==> config.mk <==
export PLATFORM = sky130hd
export DESIGN_NAME = md_sequencer
export DESIGN_NICKNAME = d
export VERILOG_FILES = /design/src/rtl/md_sequencer.sv
export SDC_FILE = /design/constraint.sdc
export NUM_CORES = 1
export LEC_CHECK = 0
export CORE_MARGIN = 5
export CORE_UTILIZATION = 30
export DETAILED_ROUTE_END_ITERATION = 6
export PLACE_DENSITY_LB_ADDON = 0.08
export SYNTH_ARGS = -nofsm -noshare
export SYNTH_HDL_FRONTEND = slang
export SYNTH_SLANG_ARGS = --single-unit
==> constraint.sdc <==
create_clock -name clock -period 7.6 [get_ports clock]
set_clock_uncertainty 0.15 [all_clocks]
set_input_delay 1.9 -clock clock [delete_from_list [all_inputs] [get_ports clock]]
set_output_delay 1.9 -clock clock [all_outputs]
set_load 0.05 [all_outputs]
==> src/rtl/md_sequencer.sv <==
// Multicycle mul/div sequencer for the X stage: detects mul/div, starts the shared
// multdiv unit, stalls the pipeline until it answers, then issues one writeback.
//
// state | meaning
// IDLE  | waiting for a mul/div in X
// START | operands latched, one-cycle start pulse to multdiv
// BUSY  | waiting for md_resultRDY or timeout, pipeline stalled
// DONE  | one-cycle writeback of result or status code
module md_sequencer #(
   parameter int TIMEOUT      = 40,
   parameter int CNT_W        = 6,
   parameter int MUL_EXC_CODE = 4,
   parameter int DIV_EXC_CODE = 5,
   parameter int STATUS_REG   = 30
) (
   input  logic        clock,
   input  logic        reset,
   input  logic        ex_valid,
   input  logic [4:0]  ex_opcode,
   input  logic [4:0]  ex_aluop,
   input  logic [4:0]  ex_rd,
   input  logic [31:0] ex_operandA,
   input  logic [31:0] ex_operandB,
   input  logic        flush,
   input  logic        md_resultRDY,
   input  logic        md_exception,
   input  logic [31:0] md_result,
   output logic        ctrl_MULT,
   output logic        ctrl_DIV,
   output logic [31:0] md_operandA,
   output logic [31:0] md_operandB,
   output logic        stall,
   output logic        busy,
   output logic        wb_valid,
   output logic [4:0]  wb_reg,
   output logic [31:0] wb_data
);

   typedef enum logic [1:0] {
      S_IDLE  = 2'd0,
      S_START = 2'd1,
      S_BUSY  = 2'd2,
      S_DONE  = 2'd3
   } state_t;

   localparam logic [4:0]  ALU_MUL  = 5'b00110;
   localparam logic [4:0]  ALU_DIV  = 5'b00111;
   localparam logic [CNT_W-1:0] CNT_LAST = CNT_W'(TIMEOUT - 1);

   state_t           state;
   state_t           state_nx;
   logic [CNT_W-1:0] cnt;
   logic [4:0]       rd_q;
   logic             is_div_q;
   logic             is_md;
   logic             load_op;
   logic             capture;
   logic             timeout_hit;
   logic [31:0]      exc_code;

   assign is_md    = ex_valid && (ex_opcode == 5'b00000) &&
                     ((ex_aluop == ALU_MUL) || (ex_aluop == ALU_DIV));
   assign exc_code = is_div_q ? 32'(DIV_EXC_CODE) : 32'(MUL_EXC_CODE);

   always_comb begin
      state_nx    = state;
      load_op     = 1'b0;
      capture     = 1'b0;
      timeout_hit = 1'b0;
      case (state)
         S_IDLE: begin
            if (is_md && !flush) begin
               state_nx = S_START;
               load_op  = 1'b1;
            end
         end
         S_START: state_nx = S_BUSY;
         S_BUSY: begin
            if (md_resultRDY) begin
               state_nx = S_DONE;
               capture  = 1'b1;
            end else if (cnt == CNT_LAST) begin
               state_nx    = S_DONE;
               timeout_hit = 1'b1;
            end
         end
         S_DONE:  state_nx = S_IDLE;
         default: state_nx = S_IDLE;
      endcase
      // A flush kills the instruction being sequenced, whatever multdiv reports.
      if (flush && (state != S_IDLE)) begin
         state_nx    = S_IDLE;
         capture     = 1'b0;
         timeout_hit = 1'b0;
      end
   end

   always_comb begin
      stall    = ((state == S_IDLE) && is_md && !flush) ||
                 (state == S_START) || (state == S_BUSY);
      busy     = (state != S_IDLE);
      wb_valid = (state == S_DONE) && !flush;
   end

   always_ff @(posedge clock or posedge reset) begin
      if (reset) begin
         state       <= S_IDLE;
         cnt         <= '0;
         ctrl_MULT   <= 1'b0;
         ctrl_DIV    <= 1'b0;
         md_operandA <= '0;
         md_operandB <= '0;
         rd_q        <= '0;
         is_div_q    <= 1'b0;
         wb_reg      <= '0;
         wb_data     <= '0;
      end else begin
         state     <= state_nx;
         ctrl_MULT <= load_op && !ex_aluop[0];
         ctrl_DIV  <= load_op && ex_aluop[0];

         if (state == S_START) begin
            cnt <= '0;
         end else if (state == S_BUSY) begin
            cnt <= cnt + CNT_W'(1);
         end

         if (load_op) begin
            md_operandA <= ex_operandA;
            md_operandB <= ex_operandB;
            rd_q        <= ex_rd;
            is_div_q    <= ex_aluop[0];
         end

         // Writeback fields are resolved on the way into DONE so DONE is a pure strobe.
         if (capture) begin
            wb_reg  <= md_exception ? 5'(STATUS_REG) : rd_q;
            wb_data <= md_exception ? exc_code : md_result;
         end else if (timeout_hit) begin
            wb_reg  <= 5'(STATUS_REG);
            wb_data <= exc_code;
         end
      end
   end

endmodule

Yosys cells after proc, flatten, opt, wreduce, memory -nomap -nowiden
Index checks and enable logic that the tools add are counted.
{"block": "classes", "addsub": 1, "multipliers": 0, "div_mod_pow": 0, "order_cmp": 0, "eq_ne": 8, "shift": 0, "n_mux": 23, "bitwise_logic": 0, "n_reduce_logical": 20}
{"op": "32-bit two-way mux", "n": 3}
{"op": "5-bit two-way mux", "n": 3}
{"op": "6-bit two-way mux", "n": 2}
{"op": "5-bit by 3-bit equality test with 1-bit output (second input constant)", "n": 2}
{"op": "1-bit two-way mux", "n": 10}
{"op": "1-bit logical AND", "n": 9}
{"op": "2-bit two-way mux", "n": 4}
{"op": "2-bit one-hot mux with 4 select lines", "n": 1}
{"op": "6-bit by 1-bit adder with 6-bit output (second input constant)", "n": 1}
{"op": "6-bit equality test (second input constant)", "n": 1}
{"op": "2-bit nonzero test", "n": 3}
{"op": "5-bit logical NOT", "n": 1}
{"op": "2-bit equality test (second input constant)", "n": 2}
{"op": "4-bit != test (second input constant)", "n": 1}
{"op": "1-bit logical OR", "n": 3}
{"op": "3-bit != test (second input constant)", "n": 1}
{"op": "2-bit by 1-bit equality test with 1-bit output (second input constant)", "n": 1}
{"op": "1-bit logical NOT", "n": 2}
{"op": "2-bit logical NOT", "n": 1}
{"op": "2-bit AND reduction", "n": 1}
{"block": "word_totals", "register_bits": 117, "latchBits": 0, "mem_bits_rw": 0, "romBits": 0, "input_bits": 117, "out_inout_bits": 106, "memories": 0}

Logic depth before layout (Yosys ltp)
{"block": "logic_depth", "depth_word": 7, "depth_mapped": 7, "ltp_nobuf": 6}

Worst setup path before layout
No wires, ideal clock.
{"block": "synth_timing", "path_kind": "input to output", "start": "input ex_opcode[3]", "end": "output stall", "arrival_time_ns": 3.238, "required_ns": 5.550, "path_slack_ns": 2.312, "cell_stages": 6, "path_buffers": 2, "path_cell_list": "nor4b_2 nand4_2 or2_4 buf_12 buf_6 nand2_1"}
{"block": "synth_between", "elab_chain_len": 7}
{"item": "start, declared", "line_no": "19", "text": "input logic [4:0] ex_opcode,"}
{"item": "5-bit logical NOT", "line_no": "61", "text": "assign is_md = ex_valid && (ex_opcode == 5'b00000) &&"}
{"item": "1-bit logical AND (2 in series)", "line_no": "61"}
{"item": "1-bit logical AND (2 in series)", "line_no": "99", "text": "stall = ((state == S_IDLE) && is_md && !flush) ||"}
{"item": "1-bit logical OR", "line_no": "99"}
{"item": "1-bit logical OR", "line_no": "100", "text": "(state == S_START) || (state == S_BUSY);"}
{"item": "end, declared", "line_no": "32", "text": "output logic stall,"}
Every way passes these cells.

Worst setup path in the final report
{"block": "layout_timing", "start": "input ex_opcode[0]", "end": "output stall"}
The elaborated chain is that of the path after synthesis.

==> impl_metrics.tcl <==
set metrics [dict create \
    syn_area_per_cell_um2 13.8 \
    rsz0062_at_grt "no" \
    max_slew.worst_pin.slew_ns 1.11 \
    hpwlAfterDp_um 10200 \
    grt_max_degree 68 \
    max-slew-margin-rel_pct 25.6 \
    grtUsageTotal_pct 14.3 \
    viasPerCell 4.48 \
    setup_ws_ns 1.31 \
    timing.final.crit_period_ns 6.29 \
    cp.required_ns 5.55 \
    cpMostUsedCell "sky130_fd_sc_hd__clkdlybuf4s50_1" \
    status "finished, final reports clean" \
    cts.sink_count 117 \
    htree_num_levels 4 \
    critPathArrivalTime_ns 4.24 \
    gp_congestion 0.735 \
    netlist-cell-type-count 33 \
    grt_antenna_before_repair 0 \
    num_vias 3732 \
    layout-drive-gt1-share_pct 18.1 \
    biggestRegsByFlops "md_operandA (32), md_operandB (32), wb_data (32)" \
    yosysSeqAreaShare_pct 56.5 \
    timing.rr.end "wb_reg[1]$_DFFE_PP0P_" \
    initialDrtViolationCount 123 \
    power_density_mw_per_mm2 322 \
    clk_transition_reported_paths_ns 0.05 \
    start_point_of_the_worst_hold_path "wb_data[5]$_DFFE_PP0P_" \
    std_cell_rows 48 \
    final_min_period_over_clock_period_pct 82.7 \
    first_pass_iters 4 \
    tritoncts.num_buffers 17 \
    wirelength_um 14400 \
    slowest_delay_ns 0.81 \
    max-vdd-ir-drop_mv 0.270 \
    synth_seq_cells 117 \
    hold_viol 0 \
    power_mw 2.62 \
    critPathMaxFanout 27 \
    setup-violations-final 0 \
    startpoint_type "primary input" \
    nets_final 718 \
    grt_pass1_wl_um 22200 \
    layout.filler_cells 1529 \
    clock_root_buffer_master "sky130_fd_sc_hd__clkbuf_16" \
    crit_path_cell_trace "clkdlybuf4s50_1 -> nor4b_2 -> nand4_2 -> or2_4 -> nand2_1 -> clkdlybuf4s50_1" \
    max_cap_violations 0 \
    clock_path_buffers 2 \
    full_die_area_mm2 0.0200 \
    power.leakage_nw 3.72 \
    cts.repair.resized 0 \
    grt_pass1_vias 3903 \
    io_buffers 222 \
    antenna_cells 0 \
    min_to "wb_data[5]$_DFFE_PP0P_" \
    post_synth_instance_area_mm2 0.00518 \
    post-cts-setup-buffer-count 0 \
    die_width_um 141 \
    setup.worst_path.end_class "output port" \
    regToRegSetupSlack_ns 4.56 \
    ff2ff_path_depth 6 \
    ctsHoldBuffers 0 \
    whs_path_depth 2 \
    timing.rr.start "state[1]$_DFFE_PP0P_" \
    placement.setup.worst_slack_ns 1.30 \
    net_count_after_synthesis 499 \
    peak_clock_frequency_supported_by_timing_ghz 0.159 \
    globalRoute.totalOverflow 0 \
    insertion_delay_ns 0.40 \
    worst-setup-path-type "in2out" \
    critPathTopFamily "buffers and inverters" \
    critical_path.n_buffers_inverters 2 \
    layout-area-overhead-vs-synth_pct 57.3 \
    cts_tree "built" \
    fin_tns_setup_ns 0 \
    dieHeight_um 141 \
    hold_class "reg2reg" \
    floorplan.initialDensity_pct 30.3 \
    timing.critical_path.slowest_stage_cell "sky130_fd_sc_hd__clkdlybuf4s50_1" \
    ant_nets 0 \
    ys.warnings.count 0 \
    pin_count 223 \
    route.detailed.wl_per_inst_um 17.2 \
    report.final.slew_viol_count 0 \
    core_area_mm2 0.0171 \
    drc_errors 0 \
    syn_inst 376 \
    final_core_utilization_pct 47.6 \
]
## kinds of logic after synthesis
family	count (synthesis)	share of synthesized area, %
multiplexers	77	21.5
flip-flops	117	56.5
XOR/XNOR	2	0.338
adder cells (fa/ha/maj)	6	1.45
AO/OA/AOI/OAI	78	9.37
buffers and inverters	32	4.66
AND/OR/NAND/NOR	64	6.20
## cell usage in the layout, fill, tap and decap left out, types with 2 or more instances in the layout
cell                                n
sky130_fd_sc_hd__a21oi_1            5
sky130_fd_sc_hd__buf_4              3
sky130_fd_sc_hd__bufinv_16          4
sky130_fd_sc_hd__clkbuf_16         17
sky130_fd_sc_hd__clkdlybuf4s50_1  222
sky130_fd_sc_hd__clkinv_4           3
sky130_fd_sc_hd__clkinvlp_4         3
sky130_fd_sc_hd__dfrtp_1          117
sky130_fd_sc_hd__ha_1               6
sky130_fd_sc_hd__inv_1              6
sky130_fd_sc_hd__inv_6              3
sky130_fd_sc_hd__mux2_1             9
sky130_fd_sc_hd__mux2_4            66
sky130_fd_sc_hd__nand2_1           37
sky130_fd_sc_hd__nand2b_1           9
sky130_fd_sc_hd__nand3_1            2
sky130_fd_sc_hd__nor2_1             6
sky130_fd_sc_hd__nor4b_2            2
sky130_fd_sc_hd__o21ai_0           26
sky130_fd_sc_hd__o21ai_1           10
sky130_fd_sc_hd__o22ai_1            2
sky130_fd_sc_hd__o31ai_1           31
## how the worst max path moves through the flow
stage,from,end,slack [ns],depth (start not counted)
after global routing,ex_opcode[0],stall,1.18,6
after detailed placement,ex_opcode[0],stall,1.30,6
after floorplan,ex_opcode[3],stall,2.31,6
after global placement,ex_opcode[0],stall,1.34,6
final,ex_opcode[0],stall,1.31,6
after CTS,ex_opcode[0],stall,1.29,6
## worst register-to-register path, stage by stage, from the launching register on
cell and delay [ns]:
sky130_fd_sc_hd__dfrtp_1 0.43, sky130_fd_sc_hd__inv_1 0.14, sky130_fd_sc_hd__ha_1 0.24, sky130_fd_sc_hd__nand2b_1 0.20, sky130_fd_sc_hd__nand2_2 0.63, sky130_fd_sc_hd__nor2_1 0.76, sky130_fd_sc_hd__mux2_1 0.39
## power breakdown
| part | internal (mW) | switching [mW] |
|---|---|---|
| clock | 0.561 | 0.298 |
| combinational | 0.335 | 0.624 |
| sequential | 0.740 | 0.0635 |
## routing by layer
layer | vias up | share of wire [%] | global-route usage, %
met2 | 137 | 46 | 22.5
met3 | 12 | 7.2 | 5.06
met1 | 1818 | 45 | 18.5
met4 | 0 | 1.5 | 4.80
li1 | 1765 | - | -
met5 | - | 0 | 0
## synthesized netlist by cell type (all sizes together)
| cell type | n | area, um^2 |
|---|---|---|
| nand2 | 38 | 143 |
| or2 | 1 | 8.76 |
| o21ai | 36 | 180 |
| nor2b | 2 | 12.5 |
| o31ai | 31 | 233 |
| nand2b | 9 | 56.3 |
| nand3 | 2 | 10.0 |
| xor2 | 1 | 8.76 |
| dfrtp | 117 | 2930 |
| a21oi | 6 | 33.8 |
| mux2i | 1 | 10.0 |
| o2bb2a | 1 | 10.0 |
| and4bb | 1 | 12.5 |
| nor3b | 1 | 7.51 |
| xnor2 | 1 | 8.76 |
| nor4b | 2 | 30.0 |
| mux2 | 76 | 1100 |
| buf | 10 | 159 |
| a211o | 1 | 8.76 |
| clkbuf | 15 | 56.3 |
| nand4 | 2 | 18.8 |
| nor2 | 6 | 22.5 |
| o211ai | 1 | 7.51 |
| o22ai | 2 | 12.5 |
| inv | 7 | 26.3 |
| ha | 6 | 75.1 |
## cell type report
cell class	instances	area [um^2]	share of cell area [%]
clock buffer	18	439	5.39
timing repair buffer	225	2240	27.5
inverter	7	28.8	0.353
clock inverter	14	200	2.46
multi-input combinational	227	2030	24.9
tap	225	282	3.45
sequential	117	2930	35.9
## through the flow
step / cell area, um^2 / instances / hold slack, ns
floorplan: 5180 / 376 / 0.314
global placement: 7510 / 801 / 0.320
detailed placement: 7510 / 801 / 0.328
CTS: 8150 / 833 / 0.341
global route: 8150 / 833 / 0.349
finish: 8150 / 833 / 0.339
(Power assumes the default switching activity.)
